**src/rtl/map_pkg.sv**
```systemverilog
// ---------------------------------------------------------------------------
// map_pkg
// Shared types and constants for the writable map RAM.
//   state_t             : fill / serve state of the map RAM
//   MAP_BOX/MAZE/ZERO   : selectable built-in layouts (INIT_MODE values)
//   ROWS/COLS           : grid size for the default 4-bit row/col addressing
// ---------------------------------------------------------------------------
package map_pkg;

    typedef enum logic {
        FILL  = 1'b0,
        READY = 1'b1
    } state_t;

    localparam int unsigned MAP_BOX  = 0;
    localparam int unsigned MAP_MAZE = 1;
    localparam int unsigned MAP_ZERO = 2;

    localparam int unsigned DEF_ROW_BITS = 4;
    localparam int unsigned DEF_COL_BITS = 4;
    localparam int unsigned DEF_BITS     = 2;

    localparam int unsigned ROWS = 2 ** DEF_ROW_BITS;
    localparam int unsigned COLS = 2 ** DEF_COL_BITS;

endpackage

```
**src/rtl/map_ram_if.sv**
```systemverilog
// ---------------------------------------------------------------------------
// map_ram_if
// Bus bundle between the map RAM and its users (ray tracer read side and
// host/SPI write side).
//   init_req                 : pulse, restart the fill sequence
//   ready                    : map valid, read/write ports live
//   rd_en/rd_row/rd_col      : read request
//   rd_val/rd_valid          : registered read data, 1-cycle latency
//   wr_en/wr_row/wr_col/wr_val : cell write request
// master = host/tracer side, slave = map_ram.
// ---------------------------------------------------------------------------
interface map_ram_if
    import map_pkg::*;
#(
    parameter int unsigned ROW_BITS = DEF_ROW_BITS,
    parameter int unsigned COL_BITS = DEF_COL_BITS,
    parameter int unsigned BITS     = DEF_BITS
);

    logic                init_req;
    logic                ready;
    logic                rd_en;
    logic [ROW_BITS-1:0] rd_row;
    logic [COL_BITS-1:0] rd_col;
    logic [BITS-1:0]     rd_val;
    logic                rd_valid;
    logic                wr_en;
    logic [ROW_BITS-1:0] wr_row;
    logic [COL_BITS-1:0] wr_col;
    logic [BITS-1:0]     wr_val;

    modport master (
        output init_req, rd_en, rd_row, rd_col, wr_en, wr_row, wr_col, wr_val,
        input  ready, rd_val, rd_valid
    );

    modport slave (
        input  init_req, rd_en, rd_row, rd_col, wr_en, wr_row, wr_col, wr_val,
        output ready, rd_val, rd_valid
    );

endinterface

```
**src/rtl/map_pattern_gen.sv**
```systemverilog
// ---------------------------------------------------------------------------
// map_pattern_gen
// Combinational built-in layout: returns the fill value of cell (row, col).
//   i_row   : row address
//   i_col   : column address
//   o_val_c : WALL_VAL for wall cells, 0 otherwise
// INIT_MODE selects outer box, box plus maze, or an empty map.
// ---------------------------------------------------------------------------
module map_pattern_gen
    import map_pkg::*;
#(
    parameter int unsigned   ROW_BITS  = DEF_ROW_BITS,
    parameter int unsigned   COL_BITS  = DEF_COL_BITS,
    parameter int unsigned   BITS      = DEF_BITS,
    parameter int unsigned   INIT_MODE = MAP_MAZE,
    parameter logic [BITS-1:0] WALL_VAL = '1
) (
    input  logic [ROW_BITS-1:0] i_row,
    input  logic [COL_BITS-1:0] i_col,
    output logic [BITS-1:0]     o_val_c
);

    localparam logic [ROW_BITS-1:0] ROW_LAST = '1;
    localparam logic [COL_BITS-1:0] COL_LAST = '1;

    logic w_box;
    logic w_maze;

    // Outer boundary of the grid
    assign w_box = (i_row == '0) || (i_row == ROW_LAST) ||
                   (i_col == '0) || (i_col == COL_LAST);

    generate
        if (INIT_MODE > MAP_ZERO) begin : g_bad_mode
            $error("map_pattern_gen: INIT_MODE must be 0, 1 or 2");
        end

        if (INIT_MODE == MAP_MAZE) begin : g_maze
            if ((ROW_BITS < 4) || (COL_BITS < 4)) begin : g_too_small
                $error("map_pattern_gen: maze layout needs ROW_BITS>=4 and COL_BITS>=4");
                assign w_maze = 1'b0;
            end else begin : g_terms
                logic w_diag;
                logic w_mix;

                // Anti-diagonal inside the top-left 8x8 quadrant
                assign w_diag = (~i_row[2:0] == i_col[2:0]) && !i_row[3] && !i_col[3];

                // Scattered wall segments, masked to alternating 4-wide bands
                assign w_mix = ((((i_row[1] ^ i_col[2]) ^ (i_row[0] & i_col[1]))
                                 & i_row[2] & i_col[1])
                                | (~i_row[0] & ~i_col[0]))
                               & (i_row[2] ^ ~i_col[2]);

                assign w_maze = w_diag | w_mix;
            end
        end else begin : g_no_maze
            assign w_maze = 1'b0;
        end
    endgenerate

    // Empty map ignores both terms
    always_comb begin
        o_val_c = '0;
        if ((INIT_MODE != MAP_ZERO) && (w_box || w_maze)) begin
            o_val_c = WALL_VAL;
        end
    end

endmodule

```
**src/rtl/map_ram.sv**
```systemverilog
// ---------------------------------------------------------------------------
// map_ram
// Writable ROWS x COLS map of BITS-wide cells held in registers.
// After reset or init_req it walks every cell once, loading the built-in
// layout, then raises ready and serves reads/writes.
//   clk    : system clock
//   reset  : synchronous, active-high reset
//   bus    : map_ram_if.slave (init_req, ready, read port, write port)
// Read data is registered (1-cycle latency); a same-cycle write to the
// read cell is seen by the following read only.
// ---------------------------------------------------------------------------
module map_ram
    import map_pkg::*;
#(
    parameter int unsigned     ROW_BITS  = DEF_ROW_BITS,
    parameter int unsigned     COL_BITS  = DEF_COL_BITS,
    parameter int unsigned     BITS      = DEF_BITS,
    parameter int unsigned     INIT_MODE = MAP_MAZE,
    parameter logic [BITS-1:0] WALL_VAL  = '1
) (
    input  logic      clk,
    input  logic      reset,
    map_ram_if.slave  bus
);

    localparam int unsigned ADDR_BITS = ROW_BITS + COL_BITS;
    localparam int unsigned CELLS     = 2 ** ADDR_BITS;

    typedef logic [ADDR_BITS-1:0] addr_t;

    localparam addr_t ADDR_LAST = '1;

    state_t          r_state;
    state_t          w_state_nxt;
    addr_t           r_cnt;
    addr_t           w_cnt_nxt;
    logic            r_ready;
    logic            r_rd_valid;
    logic [BITS-1:0] r_rd_val;
    logic [BITS-1:0] r_mem [CELLS];

    logic            w_fill_we;
    logic            w_host_we;
    logic            w_rd_fire;
    logic [BITS-1:0] w_pat_val;
    addr_t           w_rd_addr;
    addr_t           w_wr_addr;

    assign w_rd_addr = {bus.rd_row, bus.rd_col};
    assign w_wr_addr = {bus.wr_row, bus.wr_col};

    // Layout value for the cell currently addressed by the fill counter
    map_pattern_gen #(
        .ROW_BITS  (ROW_BITS),
        .COL_BITS  (COL_BITS),
        .BITS      (BITS),
        .INIT_MODE (INIT_MODE),
        .WALL_VAL  (WALL_VAL)
    ) u_pattern (
        .i_row   (r_cnt[ADDR_BITS-1:COL_BITS]),
        .i_col   (r_cnt[COL_BITS-1:0]),
        .o_val_c (w_pat_val)
    );

    // Next-state, fill counter and port enables
    always_comb begin
        w_state_nxt = r_state;
        w_cnt_nxt   = r_cnt;
        w_fill_we   = 1'b0;
        w_host_we   = 1'b0;
        w_rd_fire   = r_ready & bus.rd_en;

        case (r_state)
            FILL: begin
                w_fill_we = 1'b1;
                if (bus.init_req) begin
                    w_cnt_nxt = '0;
                end else begin
                    w_cnt_nxt = addr_t'(r_cnt + 1'b1);
                    if (r_cnt == ADDR_LAST) begin
                        w_state_nxt = READY;
                    end
                end
            end
            READY: begin
                // init_req wins over a same-cycle host write
                if (bus.init_req) begin
                    w_state_nxt = FILL;
                    w_cnt_nxt   = '0;
                end else begin
                    w_host_we = bus.wr_en;
                end
            end
            default: begin
                w_state_nxt = FILL;
                w_cnt_nxt   = '0;
            end
        endcase
    end

    // State, counter and registered outputs
    always_ff @(posedge clk) begin
        if (reset) begin
            r_state    <= FILL;
            r_cnt      <= '0;
            r_ready    <= 1'b0;
            r_rd_valid <= 1'b0;
            r_rd_val   <= '0;
        end else begin
            r_state    <= w_state_nxt;
            r_cnt      <= w_cnt_nxt;
            r_ready    <= (w_state_nxt == READY);
            r_rd_valid <= w_rd_fire;
            if (w_rd_fire) begin
                r_rd_val <= r_mem[w_rd_addr];
            end
        end
    end

    // Cell storage; contents are only meaningful once a fill has completed
    always_ff @(posedge clk) begin
        if (!reset) begin
            if (w_fill_we) begin
                r_mem[r_cnt] <= w_pat_val;
            end else if (w_host_we) begin
                r_mem[w_wr_addr] <= bus.wr_val;
            end
        end
    end

    assign bus.ready    = r_ready;
    assign bus.rd_val   = r_rd_val;
    assign bus.rd_valid = r_rd_valid;

endmodule
```
**src/flat_wrapper.sv**
```systemverilog
// flat-port wrapper written by rule: the top's interface ports become plain ports
module map_ram_flat import map_pkg::*;
#(
    parameter int unsigned     ROW_BITS  = DEF_ROW_BITS,
    parameter int unsigned     COL_BITS  = DEF_COL_BITS,
    parameter int unsigned     BITS      = DEF_BITS,
    parameter int unsigned     INIT_MODE = MAP_MAZE,
    parameter logic [BITS-1:0] WALL_VAL  = '1
)
  (clk, reset, bus_init_req, bus_rd_en, bus_rd_row, bus_rd_col, bus_wr_en, bus_wr_row, bus_wr_col, bus_wr_val, bus_ready, bus_rd_val, bus_rd_valid);
  map_ram_if #(.ROW_BITS(ROW_BITS), .COL_BITS(COL_BITS), .BITS(BITS)) bus_i ();
  input  logic clk;
  input  logic reset;
  input wire logic [$bits(bus_i.init_req)-1:0] bus_init_req;
  input wire logic [$bits(bus_i.rd_en)-1:0] bus_rd_en;
  input wire logic [$bits(bus_i.rd_row)-1:0] bus_rd_row;
  input wire logic [$bits(bus_i.rd_col)-1:0] bus_rd_col;
  input wire logic [$bits(bus_i.wr_en)-1:0] bus_wr_en;
  input wire logic [$bits(bus_i.wr_row)-1:0] bus_wr_row;
  input wire logic [$bits(bus_i.wr_col)-1:0] bus_wr_col;
  input wire logic [$bits(bus_i.wr_val)-1:0] bus_wr_val;
  output wire logic [$bits(bus_i.ready)-1:0] bus_ready;
  output wire logic [$bits(bus_i.rd_val)-1:0] bus_rd_val;
  output wire logic [$bits(bus_i.rd_valid)-1:0] bus_rd_valid;
  assign bus_i.init_req = bus_init_req;
  assign bus_i.rd_en = bus_rd_en;
  assign bus_i.rd_row = bus_rd_row;
  assign bus_i.rd_col = bus_rd_col;
  assign bus_i.wr_en = bus_wr_en;
  assign bus_i.wr_row = bus_wr_row;
  assign bus_i.wr_col = bus_wr_col;
  assign bus_i.wr_val = bus_wr_val;
  assign bus_ready = bus_i.ready;
  assign bus_rd_val = bus_i.rd_val;
  assign bus_rd_valid = bus_i.rd_valid;
  map_ram #(.ROW_BITS(ROW_BITS), .COL_BITS(COL_BITS), .BITS(BITS), .INIT_MODE(INIT_MODE), .WALL_VAL(WALL_VAL)) u_core (.clk(clk), .reset(reset), .bus(bus_i));
endmodule
```
**config.mk**
```make
export PLATFORM = sky130hd
export DESIGN_NAME = map_ram_flat
export DESIGN_NICKNAME = d
export VERILOG_FILES = /design/src/rtl/map_pkg.sv /design/src/rtl/map_ram_if.sv /design/src/rtl/map_pattern_gen.sv /design/src/rtl/map_ram.sv /design/src/flat_wrapper.sv
export SDC_FILE = /design/constraint.sdc
export NUM_CORES = 1
export LEC_CHECK = 0
export BUFFER_PORTS_ARGS = -buffer_cell sky130_fd_sc_hd__buf_4
export CORE_ASPECT_RATIO = 1.75
export CORE_MARGIN = 2
export CORE_UTILIZATION = 53
export DETAILED_ROUTE_END_ITERATION = 8
export PLACE_DENSITY = 0.69
export SYNTH_ARGS = -nofsm -noshare
export SYNTH_HDL_FRONTEND = slang
export SYNTH_SLANG_ARGS = --single-unit
```
**constraint.sdc**
```tcl
create_clock -name clk -period 18.1 [get_ports clk]
set_input_delay 3.62 -clock clk [delete_from_list [all_inputs] [get_ports clk]]
set_output_delay 3.62 -clock clk [all_outputs]
set_load 0.02 [all_outputs]
```
==> results.json, run 1 <==
{
  "outcome": "complete, no violations",
  "synth_area_um2": 22100,
  "layout.nets": 1351,
  "crit_slowest_cell": "nand3_1",
  "slowest_delay_ns": 0.90,
  "busiest_layer": "met2",
  "layout-drive-gt1-share_pct": 16.3,
  "fin_crit_sh_pct": 35.0,
  "grt_pass1_wl_um": 73400,
  "drt_iter0_markers": 1202,
  "clockBufferDepth": 3,
  "endpoint_kind": "register",
  "p_leak_nw": 7.25,
  "multi_input_area_um2": 5930,
  "synthFlopType": "edfxtp_1",
  "grt_max_degree": 257,
  "placed_area_um2": 22500,
  "cp.arrival_ns": 6.57,
  "dp_hpwl_um": 29800,
  "grt_use_total_pct": 23.4,
  "path_cells": "buf_4 -> nor2_1 -> and3_1 -> nand3_1 -> o21ai_1 -> nand3_1 -> nor2_1",
  "synth_top_area_share_pct": 69.7,
  "vias": 11700,
  "synth_common_cells": "512 x edfxtp_1, 289 x nor2_1, 111 x mux4_2, 53 x nand2_1, 44 x clkbuf_1",
  "fin_area_um2": 24000,
  "area_growth_pct": 8.72,
  "peakVddDrop_v": 0.0000780,
  "skew_ns": 0.0198,
  "io_pins": 27,
  "netlist_top_cells_area": "edfxtp_1 70%, mux4_2 11%, nor2_1 4.9%",
  "synthesis.nets": 1359,
  "cts_tree": "done",
  "ctsResizeCount": 0,
  "drtPass1Iterations": 7,
  "fmax_mhz": 158,
  "synth-edff-count": 512,
  "holdPathStages": 2,
  "clock-sinks": 524,
  "synthArstFlopShare_pct": 0,
  "worstPathRequired_ns": 18.33,
  "synthDistinctLibCells": 50,
  "grt_pass1_vias": 12300,
  "cp-startpoint": "reset",
  "hold_buffers": 0,
  "seq_area_um2": 15600,
  "postCtsSetupBuffers": 0,
  "diodes": 0,
  "setup_viol": 0,
  "ys.warnings.count": 0,
  "hold_viol": 0,
  "seq_area_frac_synth_pct": 70.8,
  "cp.depth": 7,
  "tightest_slew_ns": 1.17,
  "ant_nets": 0,
  "h-tree-depth": 2,
  "syn_avg_cell_area_um2": 16.6,
  "clk_pin_slew_worst_paths_ns": 0.07,
  "synth.most_common_cell": "edfxtp_1",
  "fin_setup_tns_ns": 0,
  "fillers": 3076,
  "cts_made_buffers": 45,
  "die_area_um2": 43300,
  "cp_max_fo": 27,
  "num_rows": 98,
  "port_buffers": 26,
  "powerDensity_nw_per_um2": 98.3,
  "slew_headroom_pct": 21.8,
  "r2r_start": "u_core.r_state$_SDFF_PP0_",
  "hold_path_class": "register to register",
  "cap_violations": 0,
  "die_h_um": 274,
  "crit_family": "simple AND/OR/NAND/NOR gates",
  "via_per_inst": 6.15,
  "wl_per_cell_um": 25.6,
  "ys_seq_elements": 524,
  "cp-start-kind": "primary input",
  "synthCells": 1333,
  "totalWireLength_um": 48800,
  "clkLatencyLatePin_ns": 0.57,
  "setup.worst_path.class": "primary input to register",
  "start_util_pct": 53.9,
  "reg2regPathDepth": 5,
  "die_w_um": 158,
  "hold_ws_ns": 0.554,
  "antenna_found_initial": 0,
  "overflow": 0,
  "core_area_um2": 41000,
  "hold_start": "u_core.bus.rd_val[0]$_SDFFE_PP0P_",
  "cts_root_buf": "clkbuf_16",
  "use_met2_pct": 42.7,
  "synth_area_leader_cell": "edfxtp_1",
  "drc": 0,
  "min_period_ns": 6.34,
  "rsz0062_at_grt": "false",
  "use_met3_pct": 2.37,
  "gp_congestion": 0.842,
  "grtUsageMet1_pct": 28.4,
  "critPathBufInv": 1,
  "slew_viol_final": 0
}
==> path summary, 6_finish.rpt <==
check | to | slack [ns]
worst max register to register | u_core.r_mem[123][0]$_DFFE_PP_ | 14.27
worst max-delay path | u_core.r_mem[123][0]$_DFFE_PP_ | 11.76
worst min register to register | u_core.bus.rd_val[0]$_SDFFE_PP0P_ | 0.55
worst min-delay path | u_core.bus.rd_val[0]$_SDFFE_PP0P_ | 0.55
==> through the flow <==
stage                     utilization (%)  setup slack [ns]  power [mW]  std cells
after floorplan                         -              6.56        1.40       1333
after global placement               55.0             11.18        1.43       1828
after detailed placement             55.0             11.16        1.43       1828
after CTS                            58.6             11.74        2.37       1907
after global routing                 58.6             11.52        2.42       1907
final                                58.6             11.76        2.36       1907
==> power breakdown <==
part / total (mW) / internal [mW] / switching, mW
registers: 1.31 / 1.31 / 0.000439
logic: 0.0894 / 0.0400 / 0.0495
clock network: 0.957 / 0.545 / 0.412
==> worst register-to-register path: cells and delay by family (launching register included) <==
family | cells | cell delay, ns
AOI/OAI and AO/OA | 1 | 0.43
DFF | 1 | 0.72
and+or+nand+nor | 4 | 2.37
==> cell families (layout without fill, tap and decap cells) <==
group,count (synthesis),count (layout),share of synthesized area [%]
buf+inv,95,119,2.42
mux,173,173,15.0
compound gates,81,81,2.62
fa+ha+maj,3,3,0.170
simple gates,448,448,8.64
flops,524,524,70.8
xor+xnor,9,9,0.357
==> routing by layer <==
metal | routed length (um) | part of all wire [%]
met5 | 0 | 0
met4 | 1870 | 3.8
met3 | 2520 | 5.2
met2 | 26800 | 55
met1 | 17600 | 36
==> sequential cells by signal (all words and copies together) (netlist names) <==
register and count:
u_core.bus.rd_valid 1, u_core.r_cnt 8, u_core.r_mem 512, u_core.bus.rd_val 2, u_core.r_state 1
==> layout by cell type, fill, tap and decap left out, types with 8 or more instances in the layout <==
cell	count
dfxtp_1	12
mux4_2	111
edfxtp_1	512
nand3_1	35
nand2_1	53
mux2i_1	39
nor2_1	287
o21ai_0	10
a2111oi_0	8
mux2_2	10
clkbuf_16	47
nor3_1	15
nand3b_1	13
mux4_1	11
clkbuf_1	9
nor2b_1	25
buf_4	29
o22ai_1	8
clkinv_1	11
o21ai_1	8
==> area by class of cell <==
class	instances	area share (%)
Clock buffer	56	5.04
Clock inverter	23	0.991
Inverter	7	0.110
Multi-Input combinational cell	714	24.7
Sequential cell	524	65.1
Tap cell	550	2.87
Timing Repair Buffer	33	1.17
Note: power is estimated with default switching activity, not from simulation.
==> inputs of run 2 (changes only) <==
--- a/config.mk
+++ b/config.mk
@@ -5,6 +5,7 @@
 export SDC_FILE = /design/constraint.sdc
 export NUM_CORES = 1
 export LEC_CHECK = 0
+export ABC_AREA = 1
 export BUFFER_PORTS_ARGS = -buffer_cell sky130_fd_sc_hd__buf_4
 export CORE_ASPECT_RATIO = 1.75
 export CORE_MARGIN = 2
==> constraint.sdc (replaced) <==
create_clock -name clk -period 6.6 [get_ports clk]
set_input_delay 1.32 -clock clk [delete_from_list [all_inputs] [get_ports clk]]
set_output_delay 1.32 -clock clk [all_outputs]
set_load 0.02 [all_outputs]
==> results.json, run 2 <==
{
  "outcome": "complete, no violations",
  "cp-start-kind": "primary input",
  "h-tree-depth": 2,
  "cts_tree": "done",
  "vias": 15900,
  "grt_max_degree": 156,
  "via_per_inst": 5.92,
  "skew_ns": 0.0149,
  "layout.nets": 2129,
  "cts_made_buffers": 44,
  "crit_slowest_cell": "inv_6",
  "synth_area_leader_cell": "edfxtp_1",
  "synth_common_cells": "587 x nand2_1, 512 x edfxtp_1, 504 x nand3_1, 297 x nor2_1, 73 x clkbuf_1",
  "final_cell_mix": "585 x nand2_1, 512 x edfxtp_1, 504 x nand3_1",
  "clockBufferDepth": 3,
  "syn_avg_cell_area_um2": 10.5,
  "seq_area_frac_synth_pct": 69.2,
  "drt_iter0_markers": 1457,
  "peakVddDrop_v": 0.000275,
  "intPower_mw": 5.10,
  "stdcell_count": 2694,
  "grt_pass1_vias": 15900,
  "netlist_top_cells_area": "edfxtp_1 68%, nand3_1 11%, nand2_1 9.8%",
  "synthCells": 2159,
  "r2r_end": "u_core.r_mem[35][1]$_DFFE_PP_",
  "antenna_found_initial": 0,
  "endpoint_kind": "register",
  "die_w_um": 160,
  "grt_use_total_pct": 25.8,
  "cts_root_buf": "clkbuf_16",
  "slew_viol_final": 0,
  "hold_viol": 0,
  "cap_violations": 0,
  "overflow": 0,
  "path_cells": "buf_6 -> inv_6 -> buf_4 -> nand2_1 -> nand3_1 -> nand3_1 -> nand3_1 -> nand3_1 -> nand3_1 -> nand2_1 -> nand2_1 -> nand3_1 -> nand3_1 -> nand2_1 -> inv_1",
  "slowest_delay_ns": 0.82,
  "seq_area_um2": 15600,
  "dp_cells": 2618,
  "synthFlopType": "edfxtp_1",
  "cp.arrival_ns": 4.37,
  "core_area_um2": 42300,
  "clk_pin_slew_worst_paths_ns": 0.07,
  "die_area_um2": 44300,
  "worstPathRequired_ns": 7.12,
  "num_rows": 100,
  "dp_hpwl_um": 34300,
  "ys.warnings.count": 0,
  "synth.most_common_cell": "nand2_1",
  "p_leak_nw": 7.56,
  "final_common_cell": "nand2_1",
  "fillers": 3574,
  "fin_setup_tns_ns": 0,
  "pwr-share-seq_pct": 55.3,
  "synth_top_area_share_pct": 68.1,
  "clockPowerShare_pct": 39.3,
  "drtPass1Iterations": 6,
  "grt_pass1_wl_um": 87100,
  "synth-edff-count": 512,
  "setup_viol": 0,
  "die_h_um": 277,
  "hold-path-endpoint": "u_core.r_cnt[7]$_SDFFE_PP0P_",
  "clock-sinks": 524,
  "rrSetupSlack_ns": 3.25,
  "totalWireLength_um": 57600,
  "hold_start": "u_core.r_cnt[7]$_SDFFE_PP0P_",
  "cp_max_fo": 155,
  "synth_area_um2": 22600,
  "r2r_start": "u_core.r_cnt[0]$_SDFFE_PP0P_",
  "p_switching_mw": 1.40,
  "area_growth_pct": 8.20,
  "min_period_ns": 3.86,
  "clkLatencyLatePin_ns": 0.57,
  "reg2regPathDepth": 9,
  "holdPathStages": 2,
  "fin_crit_sh_pct": 58.4,
  "hold_path_class": "register to register",
  "diodes": 0,
  "cp_common_cell": "nand3_1",
  "start_util_pct": 53.4,
  "powerDensity_nw_per_um2": 266,
  "port_buffers": 26,
  "drc": 0,
  "synthArstFlopShare_pct": 0,
  "ctsResizeCount": 0,
  "fin_total_pwr_mw": 6.49,
  "synthDistinctLibCells": 28,
  "postCtsSetupBuffers": 0,
  "pwr-share-comb_pct": 5.4,
  "synthesis.nets": 2185,
  "fmax_mhz": 259,
  "io_pins": 27,
  "gp_congestion": 0.904,
  "setup.worst_path.class": "primary input to register",
  "ys_seq_elements": 524,
  "power_switching_share_pct": 21.5,
  "rsz0062_at_grt": "false",
  "slew_headroom_pct": 19.4,
  "top_register": "u_core.r_mem",
  "multi_input_area_um2": 6140,
  "hold_buffers": 0,
  "layout-drive-gt1-share_pct": 5.58,
  "ant_nets": 0,
  "tightest_slew_ns": 1.21,
  "wl_per_cell_um": 21.4,
  "largest_reg_flops": 512
}
-- run 2: per-stage QoR --
stage | hold slack [ns] | util (%) | setup slack [ns] | cell area (um2)
floorplan | 0.462 | - | 0.909 | 22600
CTS | 0.512 | 57.8 | 2.83 | 24400
finish | 0.514 | 57.8 | 2.74 | 24400
detailed placement | 0.503 | 54.5 | 2.25 | 23100
global placement | 0.489 | 54.5 | 2.32 | 23100
global route | 0.534 | 57.8 | 2.49 | 24400
-- run 2: worst max path at each step --
stage	from	endpoint	slack, ns
2_1_floorplan	bus_init_req	u_core.r_mem[0][0]$_DFFE_PP_	0.91
3_3_place_gp	bus_rd_col[0]	u_core.bus.rd_val[1]$_SDFFE_PP0P_	2.32
3_5_place_dp	bus_rd_col[0]	u_core.bus.rd_val[0]$_SDFFE_PP0P_	2.25
4_1_cts	bus_rd_col[0]	u_core.bus.rd_val[0]$_SDFFE_PP0P_	2.83
5_1_grt	bus_rd_col[0]	u_core.bus.rd_val[1]$_SDFFE_PP0P_	2.49
6_report	bus_rd_col[0]	u_core.bus.rd_val[0]$_SDFFE_PP0P_	2.74
-- run 2: critical path, delay by kind of cell --
family / cells / cell delay (ns)
simple gates: 11 / 1.04
buf+inv: 4 / 1.80
-- run 2: metal layers --
metal,track usage (%),vias to the layer above,wire length [um]
met5,0,-,0
met2,45.0,718,29300
met3,3.41,184,4270
met1,30.3,7750,20300
li1,-,7289,-
met4,15.9,0,3790
-- run 2: logic make-up (layout without fill, tap and decap cells) --
| kind of cell | Yosys count | in the layout | synth area share (%) |
|---|---|---|---|
| simple gates | 1398 | 1398 | 26.2 |
| flops | 524 | 524 | 69.2 |
| compound gates | 26 | 26 | 0.732 |
| fa+ha+maj | 3 | 3 | 0.166 |
| xor+xnor | 1 | 1 | 0.0388 |
| buf+inv | 207 | 181 | 3.71 |
-- run 2: area by class of cell --
| type | count | share of cell area (%) |
|---|---|---|
| Clock buffer | 53 | 4.73 |
| Clock inverter | 23 | 0.876 |
| Tap cell | 561 | 2.87 |
| Sequential cell | 524 | 63.9 |
| Multi-Input combinational cell | 1428 | 25.1 |
| Inverter | 63 | 0.999 |
| Timing Repair Buffer | 42 | 1.46 |
-- run 2: power groups by stage --
| stage | combinational [mW] | clock [mW] | sequential [mW] |
|---|---|---|---|
| final | 0.348 | 2.55 | 3.59 |
| after global routing | 0.383 | 2.69 | 3.59 |
| after CTS | 0.344 | 2.58 | 3.59 |
| after detailed placement | 0.343 | 0 | 3.67 |
| after global placement | 0.334 | 0 | 3.67 |
| after floorplan | 0.236 | 0 | 3.67 |
==> inputs of run 3 (changes only) <==
--- a/config.mk
+++ b/config.mk
@@ -5,13 +5,13 @@
 export SDC_FILE = /design/constraint.sdc
 export NUM_CORES = 1
 export LEC_CHECK = 0
-export ABC_AREA = 1
+export ABC_AREA = 0
 export BUFFER_PORTS_ARGS = -buffer_cell sky130_fd_sc_hd__buf_4
 export CORE_ASPECT_RATIO = 1.75
 export CORE_MARGIN = 2
 export CORE_UTILIZATION = 53
 export DETAILED_ROUTE_END_ITERATION = 8
-export PLACE_DENSITY = 0.69
+export PLACE_DENSITY = 0.71
 export SYNTH_ARGS = -nofsm -noshare
 export SYNTH_HDL_FRONTEND = slang
 export SYNTH_SLANG_ARGS = --single-unit
==> constraint.sdc (replaced) <==
create_clock -name clk -period 3.2 [get_ports clk]
set_input_delay 0.64 -clock clk [delete_from_list [all_inputs] [get_ports clk]]
set_output_delay 0.64 -clock clk [all_outputs]
set_load 0.02 [all_outputs]
==> results.json, run 3 (synthesized netlist as in run 1, its figures left out) <==
{
  "endpoint_kind": "register",
  "min_period_ns": 2.65,
  "grt_use_total_pct": 23.9,
  "h-tree-depth": 2,
  "multi_input_area_um2": 5960,
  "diodes": 0,
  "cp_common_cell": "buf_12",
  "totalWireLength_um": 50200,
  "fin_crit_sh_pct": 82.9,
  "ant_nets": 0,
  "setup_viol": 0,
  "outcome": "complete, no violations",
  "hold_path_class": "primary input to register",
  "drtPass1Iterations": 5,
  "area_growth_pct": 12.4,
  "rsz0062_at_grt": "false",
  "top_register": "u_core.r_mem",
  "slew_headroom_pct": 42.5,
  "path_cells": "buf_6 -> buf_12 -> buf_12 -> mux4_2 -> nor2b_1 -> o32ai_1 -> o21ai_0 -> nand4b_1 -> nand3_1",
  "gp_congestion": 0.918,
  "fillers": 3030,
  "via_per_inst": 6.11,
  "cap_violations": 0,
  "crit_slowest_cell": "mux4_2",
  "die_h_um": 274,
  "tightest_slew_ns": 0.858,
  "peakVddDrop_v": 0.000432,
  "crit_family": "buffers and inverters",
  "postCtsSetupBuffers": 0,
  "slew_viol_final": 0,
  "dp_hpwl_um": 32700,
  "final_cell_mix": "512 x edfxtp_1, 286 x nor2_1, 111 x mux4_2",
  "vias": 12100,
  "cp.arrival_ns": 3.08,
  "grt_max_degree": 151,
  "die_area_um2": 43300,
  "ctsResizeCount": 0,
  "fmax_mhz": 377,
  "largest_reg_flops": 512,
  "layout.nets": 1423,
  "io_pins": 27,
  "cp-start-kind": "primary input",
  "grt_pass1_wl_um": 75300,
  "cp_max_fo": 37,
  "hold_buffers": 0,
  "layout-drive-gt1-share_pct": 21.2,
  "clkLatencyLatePin_ns": 0.56,
  "num_rows": 98,
  "hold_ws_ns": 0.420,
  "critPathBufInv": 3,
  "setup.worst_path.class": "primary input to register",
  "wl_per_cell_um": 25.3,
  "port_buffers": 26,
  "clockBufferDepth": 3,
  "cts_tree": "done",
  "cts_root_buf": "clkbuf_16",
  "grt_pass1_vias": 12900,
  "fin_total_pwr_mw": 13.7,
  "clock-sinks": 524,
  "overflow": 0,
  "seq_area_um2": 15600,
  "cts_made_buffers": 46,
  "core_area_um2": 41000,
  "slowest_delay_ns": 0.49,
  "hold_viol": 0,
  "drt_iter0_markers": 1023,
  "final_common_cell": "edfxtp_1",
  "clk_pin_slew_worst_paths_ns": 0.06,
  "antenna_found_initial": 0,
  "skew_ns": 0.0155,
  "p_leak_nw": 7.68,
  "die_w_um": 158,
  "drc": 0,
  "fin_setup_tns_ns": 0,
  "start_util_pct": 53.9,
  "worstPathRequired_ns": 3.63,
  "powerDensity_nw_per_um2": 553
}
## run 3: cell types whose count changed in the layout (fill, tap and decap cells not counted), sizes merged, moves of 13 or more
cell and change:
buf +62, inv -56, mux2i +39, mux4 +122
nand2 -534, nand3 -470, nand3b +13, nor2b +25
## run 3: power by group
part | total (mW) | switching (mW) | internal, mW
sequential | 7.41 | 0.00264 | 7.41
clock | 5.75 | 2.35 | 3.39
combinational | 0.546 | 0.287 | 0.259
## run 3: path summary, 6_finish.rpt
kind / slack (ns) / from / cells after the start / endpoint
worst max-delay path: 0.55 / bus_rd_col[0] / 9 / u_core.bus.rd_val[1]$_SDFFE_PP0P_
worst max register to register: 0.68 / u_core.r_state$_SDFF_PP0_ / 6 / u_core.r_mem[37][0]$_DFFE_PP_
worst min-delay path: 0.42 / reset / 2 / u_core.bus.rd_valid$_SDFF_PP0_
worst min register to register: 0.56 / u_core.r_cnt[0]$_SDFFE_PP0P_ / 2 / u_core.r_cnt[0]$_SDFFE_PP0P_
## run 3: layer usage
metal / GRT usage (%) / share of wire [%]
met2: 43.9 / 56
met1: 27.7 / 35
met4: 9.96 / 3.9
met5: 0 / 0
met3: 3.45 / 5.5
## run 3: through the flow
stage | cells | util (%) | instance area, um2 | setup WS (ns)
detailed placement | 1899 | 56.7 | 23200 | -0.0313
floorplan | 1333 | - | 22100 | -0.623
global route | 1984 | 60.6 | 24800 | 0.380
CTS | 1984 | 60.6 | 24800 | 0.533
global placement | 1899 | 56.7 | 23200 | 0.0162
finish | 1984 | 60.6 | 24800 | 0.548
## run 3: area by class of cell
cell class / count / area share, %
timing repair buffer: 104 / 3.73
clock inverter: 20 / 0.989
sequential: 524 / 63.0
multi-input combinational: 714 / 24.0
inverter: 7 / 0.106
tap: 550 / 2.77
clock buffer: 65 / 5.39
